File: src/rtl/gcm_block_sequencer.sv
// AES-GCM front-end scheduler: takes one descriptor, streams AAD/text blocks with phase and counter tags, then appends the length block.
// Optional macro GCM_CTR_WRAP_ERR_EN: rejects descriptors whose text block count would exhaust the 32-bit counter.
module gcm_block_sequencer #(
    parameter logic [31:0] CTR_START = 32'd2,
    parameter int          LEN_W     = 64
) (
    input  logic             clk,
    input  logic             rst,
    input  logic             i_desc_valid,
    output logic             o_desc_ready,
    input  logic [95:0]      i_iv,
    input  logic [LEN_W-1:0] i_aad_len,
    input  logic [LEN_W-1:0] i_pt_len,
    input  logic             i_blk_valid,
    output logic             o_blk_ready,
    input  logic [127:0]     i_blk,
    output logic             o_valid,
    input  logic             i_ready,
    output logic [127:0]     o_blk,
    output logic [127:0]     o_ctr_block,
    output logic [2:0]       o_phase,
    output logic             o_new_instance,
    output logic [4:0]       o_byte_cnt,
    output logic             o_done,
    output logic             o_err
);
    localparam int CW = LEN_W - 6;

    // Handshakes: a transfer happens on a rising clk edge where valid and ready are both high.
    typedef enum logic [2:0] {S_IDLE, S_AAD, S_TEXT, S_LEN, S_LEN_WAIT} state_t;

    state_t           r_state;
    state_t           w_next;
    logic [95:0]      r_iv;
    logic [LEN_W-1:0] r_aad_len;
    logic [LEN_W-1:0] r_pt_len;
    logic [CW-1:0]    r_aad_left;
    logic [CW-1:0]    r_txt_left;
    logic [31:0]      r_ctr;
    logic             r_txt_first;
    logic             r_new_pending;

    logic             r_valid;
    logic [127:0]     r_blk;
    logic [127:0]     r_ctr_blk;
    logic [2:0]       r_phase;
    logic             r_new;
    logic [4:0]       r_bytes;
    logic             r_err;

    logic [CW-1:0]    w_na;
    logic [CW-1:0]    w_nt;
    logic             w_desc_acc;
    logic             w_wrap_err;
    logic             w_out_free;
    logic             w_blk_ready;
    logic             w_load_blk;
    logic             w_load_len;
    logic             w_len_acc;
    logic [3:0]       w_aad_b;
    logic [3:0]       w_pt_b;
    logic [127:0]     w_ld_blk;
    logic [127:0]     w_ld_ctr;
    logic [2:0]       w_ld_phase;
    logic [4:0]       w_ld_bytes;

    assign w_na = CW'(i_aad_len >> 7) + CW'(|i_aad_len[6:0]);
    assign w_nt = CW'(i_pt_len >> 7) + CW'(|i_pt_len[6:0]);

`ifdef GCM_CTR_WRAP_ERR_EN
    assign w_wrap_err = (w_nt > CW'(64'hFFFF_FFFE));
    assign o_err      = r_err;
`else
    assign w_wrap_err = 1'b0;
    assign o_err      = 1'b0;
`endif

    assign w_desc_acc  = i_desc_valid && (r_state == S_IDLE);
    assign w_out_free  = !r_valid || i_ready;
    assign w_blk_ready = ((r_state == S_AAD) || (r_state == S_TEXT)) && w_out_free;
    assign w_load_blk  = w_blk_ready && i_blk_valid;
    assign w_load_len  = (r_state == S_LEN) && w_out_free;
    assign w_len_acc   = (r_state == S_LEN_WAIT) && i_ready;

    // Byte count of a final block = ceil(len/8) mod 16, with 0 meaning a full 16 bytes.
    assign w_aad_b = r_aad_len[6:3] + 4'(|r_aad_len[2:0]);
    assign w_pt_b  = r_pt_len[6:3] + 4'(|r_pt_len[2:0]);

    always_ff @(posedge clk or posedge rst) begin
        if (rst) r_state <= S_IDLE;
        else     r_state <= w_next;
    end

    always_comb begin
        w_next = r_state;
        case (r_state)
            S_IDLE: begin
                if (w_desc_acc && !w_wrap_err) begin
                    if (w_na != '0)      w_next = S_AAD;
                    else if (w_nt != '0) w_next = S_TEXT;
                    else                 w_next = S_LEN;
                end
            end
            S_AAD: begin
                if (w_load_blk && (r_aad_left == CW'(1)))
                    w_next = (r_txt_left != '0) ? S_TEXT : S_LEN;
            end
            S_TEXT: begin
                if (w_load_blk && (r_txt_left == CW'(1))) w_next = S_LEN;
            end
            S_LEN: begin
                if (w_load_len) w_next = S_LEN_WAIT;
            end
            S_LEN_WAIT: begin
                if (w_len_acc) w_next = S_IDLE;
            end
            default: w_next = S_IDLE;
        endcase
    end

    always_comb begin
        w_ld_blk   = 128'(i_blk);
        w_ld_ctr   = '0;
        w_ld_phase = 3'b010;
        w_ld_bytes = 5'd16;
        case (r_state)
            S_AAD: begin
                if ((r_aad_left == CW'(1)) && (w_aad_b != 4'd0)) w_ld_bytes = {1'b0, w_aad_b};
            end
            S_TEXT: begin
                w_ld_ctr = {r_iv, r_ctr};
                if (r_txt_left == CW'(1)) begin
                    w_ld_phase = r_txt_first ? 3'b111 : 3'b011;
                    if (w_pt_b != 4'd0) w_ld_bytes = {1'b0, w_pt_b};
                end else begin
                    w_ld_phase = r_txt_first ? 3'b000 : 3'b001;
                end
            end
            S_LEN: begin
                w_ld_blk   = 128'({r_aad_len, r_pt_len});
                w_ld_phase = 3'b101;
            end
            default: ;
        endcase
    end

    always_ff @(posedge clk or posedge rst) begin
        if (rst) begin
            r_iv          <= '0;
            r_aad_len     <= '0;
            r_pt_len      <= '0;
            r_aad_left    <= '0;
            r_txt_left    <= '0;
            r_ctr         <= '0;
            r_txt_first   <= 1'b0;
            r_new_pending <= 1'b0;
            r_err         <= 1'b0;
        end else begin
            r_err <= w_desc_acc && w_wrap_err;
            if (w_desc_acc) begin
                r_iv          <= i_iv;
                r_aad_len     <= i_aad_len;
                r_pt_len      <= i_pt_len;
                r_aad_left    <= w_na;
                r_txt_left    <= w_nt;
                r_ctr         <= CTR_START;
                r_txt_first   <= 1'b1;
                r_new_pending <= 1'b1;
            end else begin
                if (w_load_blk || w_load_len) r_new_pending <= 1'b0;
                if (w_load_blk && (r_state == S_AAD)) r_aad_left <= r_aad_left - CW'(1);
                if (w_load_blk && (r_state == S_TEXT)) begin
                    r_txt_left  <= r_txt_left - CW'(1);
                    r_ctr       <= r_ctr + 32'd1;
                    r_txt_first <= 1'b0;
                end
            end
        end
    end

    // Single-entry output register; it may drain and refill on the same edge.
    always_ff @(posedge clk or posedge rst) begin
        if (rst) begin
            r_valid   <= 1'b0;
            r_blk     <= '0;
            r_ctr_blk <= '0;
            r_phase   <= '0;
            r_new     <= 1'b0;
            r_bytes   <= '0;
        end else if (w_load_blk || w_load_len) begin
            r_valid   <= 1'b1;
            r_blk     <= w_ld_blk;
            r_ctr_blk <= w_ld_ctr;
            r_phase   <= w_ld_phase;
            r_new     <= r_new_pending;
            r_bytes   <= w_ld_bytes;
        end else if (i_ready) begin
            r_valid <= 1'b0;
        end
    end

    assign o_desc_ready   = (r_state == S_IDLE);
    assign o_blk_ready    = w_blk_ready;
    assign o_valid        = r_valid;
    assign o_blk          = r_blk;
    assign o_ctr_block    = r_ctr_blk;
    assign o_phase        = r_phase;
    assign o_new_instance = r_new;
    assign o_byte_cnt     = r_bytes;
    assign o_done         = w_len_acc;
endmodule

File: config.mk
export PLATFORM = sky130hd
export DESIGN_NAME = gcm_block_sequencer
export DESIGN_NICKNAME = d
export VERILOG_FILES = /design/src/rtl/gcm_block_sequencer.sv
export SDC_FILE = /design/constraint.sdc
export NUM_CORES = 2
export LEC_CHECK = 0
export BUFFER_PORTS_ARGS = -buffer_cell sky130_fd_sc_hd__clkbuf_2
export CAP_MARGIN = 20
export CORE_AREA = 2 2 241 243
export DETAILED_ROUTE_END_ITERATION = 8
export DIE_AREA = 0 0 243 245
export GPL_TIMING_DRIVEN = 0
export PLACE_DENSITY = 0.84
export SETUP_SLACK_MARGIN = 0.15
export SYNTH_ARGS = -nofsm -noshare
export SYNTH_HDL_FRONTEND = slang
export SYNTH_SLANG_ARGS = --single-unit
File: constraint.sdc
create_clock -name clk -period 24.4 [get_ports clk]
set_input_delay 4.88 -clock clk [delete_from_list [all_inputs] [get_ports clk]]
set_output_delay 4.88 -clock clk [all_outputs]
set_load 0.02 [all_outputs]
==> impl_metrics.csv <==
group,metric,value,unit
outcome,status,"complete, no violations",
power,power_density,126.8,mW/mm^2
layout,area_growth,20.65,%
sta,worstMarginPinSlew,1.228,ns
synthesis,synth_compound_area_frac,0.08811,
clocking,cts_root_buf,"clkbuf_16",
clocking,path_clk_slew,0.06,ns
setup_path,crit_arrival,5.72,ns
routing,wl_per_cell,20.87,um
synthesis,synth_commonest_cells,"1220 x nand2_1, 643 x dfrtp_1, 346 x o21ai_0",
layout,final_core_util,0.6677,
clocking,clock-sinks,643,
layout,fin_area,0.03808,sq mm
clocking,cts_setup_buffers,0,
setup_path,cp_slowest_cell,"clkbuf_2",
clocking,cts_tree,"yes",
synthesis,postSynthAreaPerCell,8.761,sq um
clocking,hold_buffers,0,
synthesis,syn_area,0.03157,sq mm
die,dieArea,0.05954,sq mm
sta,slew_headroom,0.1740,
grt,grt_overflow_total,0,
routing,drc,0,
sta,drv_slew,0,
synthesis,synth_nets,3973,
routing,via_per_inst,5.789,
sta,fin_ws,13.80,ns
clocking,clk_latency,0.63,ns
synthesis,synth_cells,3603,
synthesis,ys_async_sr_fraction,1.000,
die,io_pins,627,
sta,finClkSkew,0.03822,ns
sta,rsz0062_at_grt,"no",
grt,grt_pass1_vias,28700,
power,leakage,18.62,nW
placed_design,globalplace.congestion,0.9344,
sta,period_minus_slack,10.60,ns
synthesis,ys_ff_latch,643,
routing,dr.pass1.iters,8,
setup_path,critical_path_required,19.52,ns
synthesis,yosys-top-cells-area,"dfrtp_1 51%, nand2_1 15%, o21ai_0 5.5%, mux2i_1 4.4%, xor2_1 3.3%",
min_path,min_path_type,"reg -> reg",
sta,fmax,94.30,MHz
power,ir_drop,0.00008705,V
synthesis,synth_most_common_cell,"nand2_1",
setup_path,worstPathMaxFanout,5,
die,row_count,88,
routing,finalWirelength,106.1,mm
grt,grt_max_degree,129,
die,die_w,243,um
routing,wl_met1,41.50,mm
grt,grt_antenna_before_repair,6,
grt,grt_pass1_wl,162.5,mm
synthesis,synthSimpleGateAreaFrac,0.2550,
synthesis,seq_area_frac_synth,0.5097,
routing,ant_nets,0,
placed_design,hpwl,79.32,mm
synthesis,yosysWarningCount,0,
clocking,clockBufferDepth,3,
synthesis,synth_fa_ha_area_frac,0.005153,
synthesis,synth_mux_area_frac,0.04590,
synthesis,synth_top_family_by_area,"simple AND/OR/NAND/NOR gates",
synthesis,synth_top_area_frac,0.5097,
routing,wl_met2,50.58,mm
routing,wl_met3,8.851,mm
setup_path,max_stage_delay,0.24,ns
placed_design,port_buffers,576,
sta,finalCritPeriodShare,0.4346,
synthesis,synth_edf_count,0,
die,dieHeight,245,um
setup_path,worstSetupPathType,"in -> out",
synthesis,synth.distinct_cells,81,
synthesis,synth_flop_cell,"dfrtp_1",
layout,fin_nets,4631,
setup_path,crit_path_start_kind,"primary input",
placed_design,placed_area,0.03560,sq mm
die,start_util,0.5535,
routing,drtIter0Drc,2509,
setup_path,crit_path_end_kind,"output port",
routing,routed.top_layer,"met5",
grt,grt.total_usage,0.3509,
die,core,0.05703,sq mm
sta,tns,0,ns
clocking,cts_buffers,69,
layout,stdcell_count,5082,
synthesis,synthXorXnorAreaFrac,0.06437,
sta,setup_viol,0,
clocking,cts_max_level,3,
synthesis,yosysTopAreaCell,"dfrtp_1",
run,maxCapViolations,0,
layout,drive_above_1_share,0.1762,
placed_design,dp.cells,4952,
sta,hold_violations,0,
clocking,ctsResizeCount,0,
routing,vias,29420,
placed_design,place_ws,13.81,ns
setup_path,path_cells,"clkbuf_2, nand2b_1, nand2b_1, nor2_1, clkbuf_2",
## metrics by stage
step	hold WS [ns]	power, mW
after floorplan	0.4431	2.943
after global placement	0.4554	3.589
after detailed placement	0.4618	3.664
after CTS	0.4768	4.804
after global routing	0.4906	5.103
final	0.4722	4.827
## report_power, final
part	internal [mW]	total [mW]	switching, mW
registers	1.52	1.85	0.328
clock network	0.678	1.13	0.449
logic	0.589	1.86	1.27
## final timing paths
path / start / to / slack [ns] / cells past startpoint
max: i_ready / o_blk_ready / 13.80 / 5
max reg2reg: r_state[1] / o_blk[126] / 20.33 / 10
max in group asynchronous: rst / o_blk[49] / 17.67 / 6
min: r_aad_len[62] / r_aad_len[62] / 0.47 / 2
min in group asynchronous: rst / o_blk[118] / 4.42 / 2
min reg2reg: r_aad_len[62] / r_aad_len[62] / 0.47 / 2
## placed cells by master (no fill, tap or decap), types with 28 or more instances in the layout
cell,count
nand2_1,1220
o21ai_0,346
nand3_1,88
clkbuf_1,186
nor4_1,53
xnor2_1,112
clkbuf_2,576
buf_1,28
mux2i_1,138
nor3_1,72
nor2_1,154
clkbuf_16,73
dfrtp_1,643
a21oi_1,36
nand4_1,63
xor2_1,120
## layout make-up
class / count / area [sq um]
Sequential cell: 643 / 16090
Clock buffer: 97 / 2067
Clock inverter: 26 / 369.1
Timing Repair Buffer: 587 / 3107
Buffer: 231 / 915.9
Inverter: 22 / 90.09
Antenna cell: 4 / 10.01
Fill cell: 4569 / 18950
Tap cell: 765 / 957.2
Multi-Input combinational cell: 2707 / 14480
## metal layers
layer  up-vias  global-route usage
li1      13460                   -
met1     14260              0.4470
met2      1410              0.5718
met3       288             0.07326
met4         4              0.1750
met5         -                   0
## logic make-up after synthesis
kind of cell               after synthesis
xor gates and xnor gates               232
buffers and inverters                  253
AOI/OAI and AO/OA                      493
other                                    1
and+or+nand+nor                       1824
DFF                                    643
adders and majority gates               13
muxes                                  144
## registers in the layout, indices dropped and copies added (netlist names), 32 cells and up
signal and cells:
o_blk 128, o_ctr_block 128, r_iv 96, r_aad_len 64, r_pt_len 64, r_aad_left 58
r_txt_left 58, r_ctr 32
## worst max-delay path: cells and delay by family
| kind | cells | cell delay, ns |
|---|---|---|
| simple gates | 3 | 0.47 |
| buf+inv | 2 | 0.36 |
(Power assumes the default switching activity.)
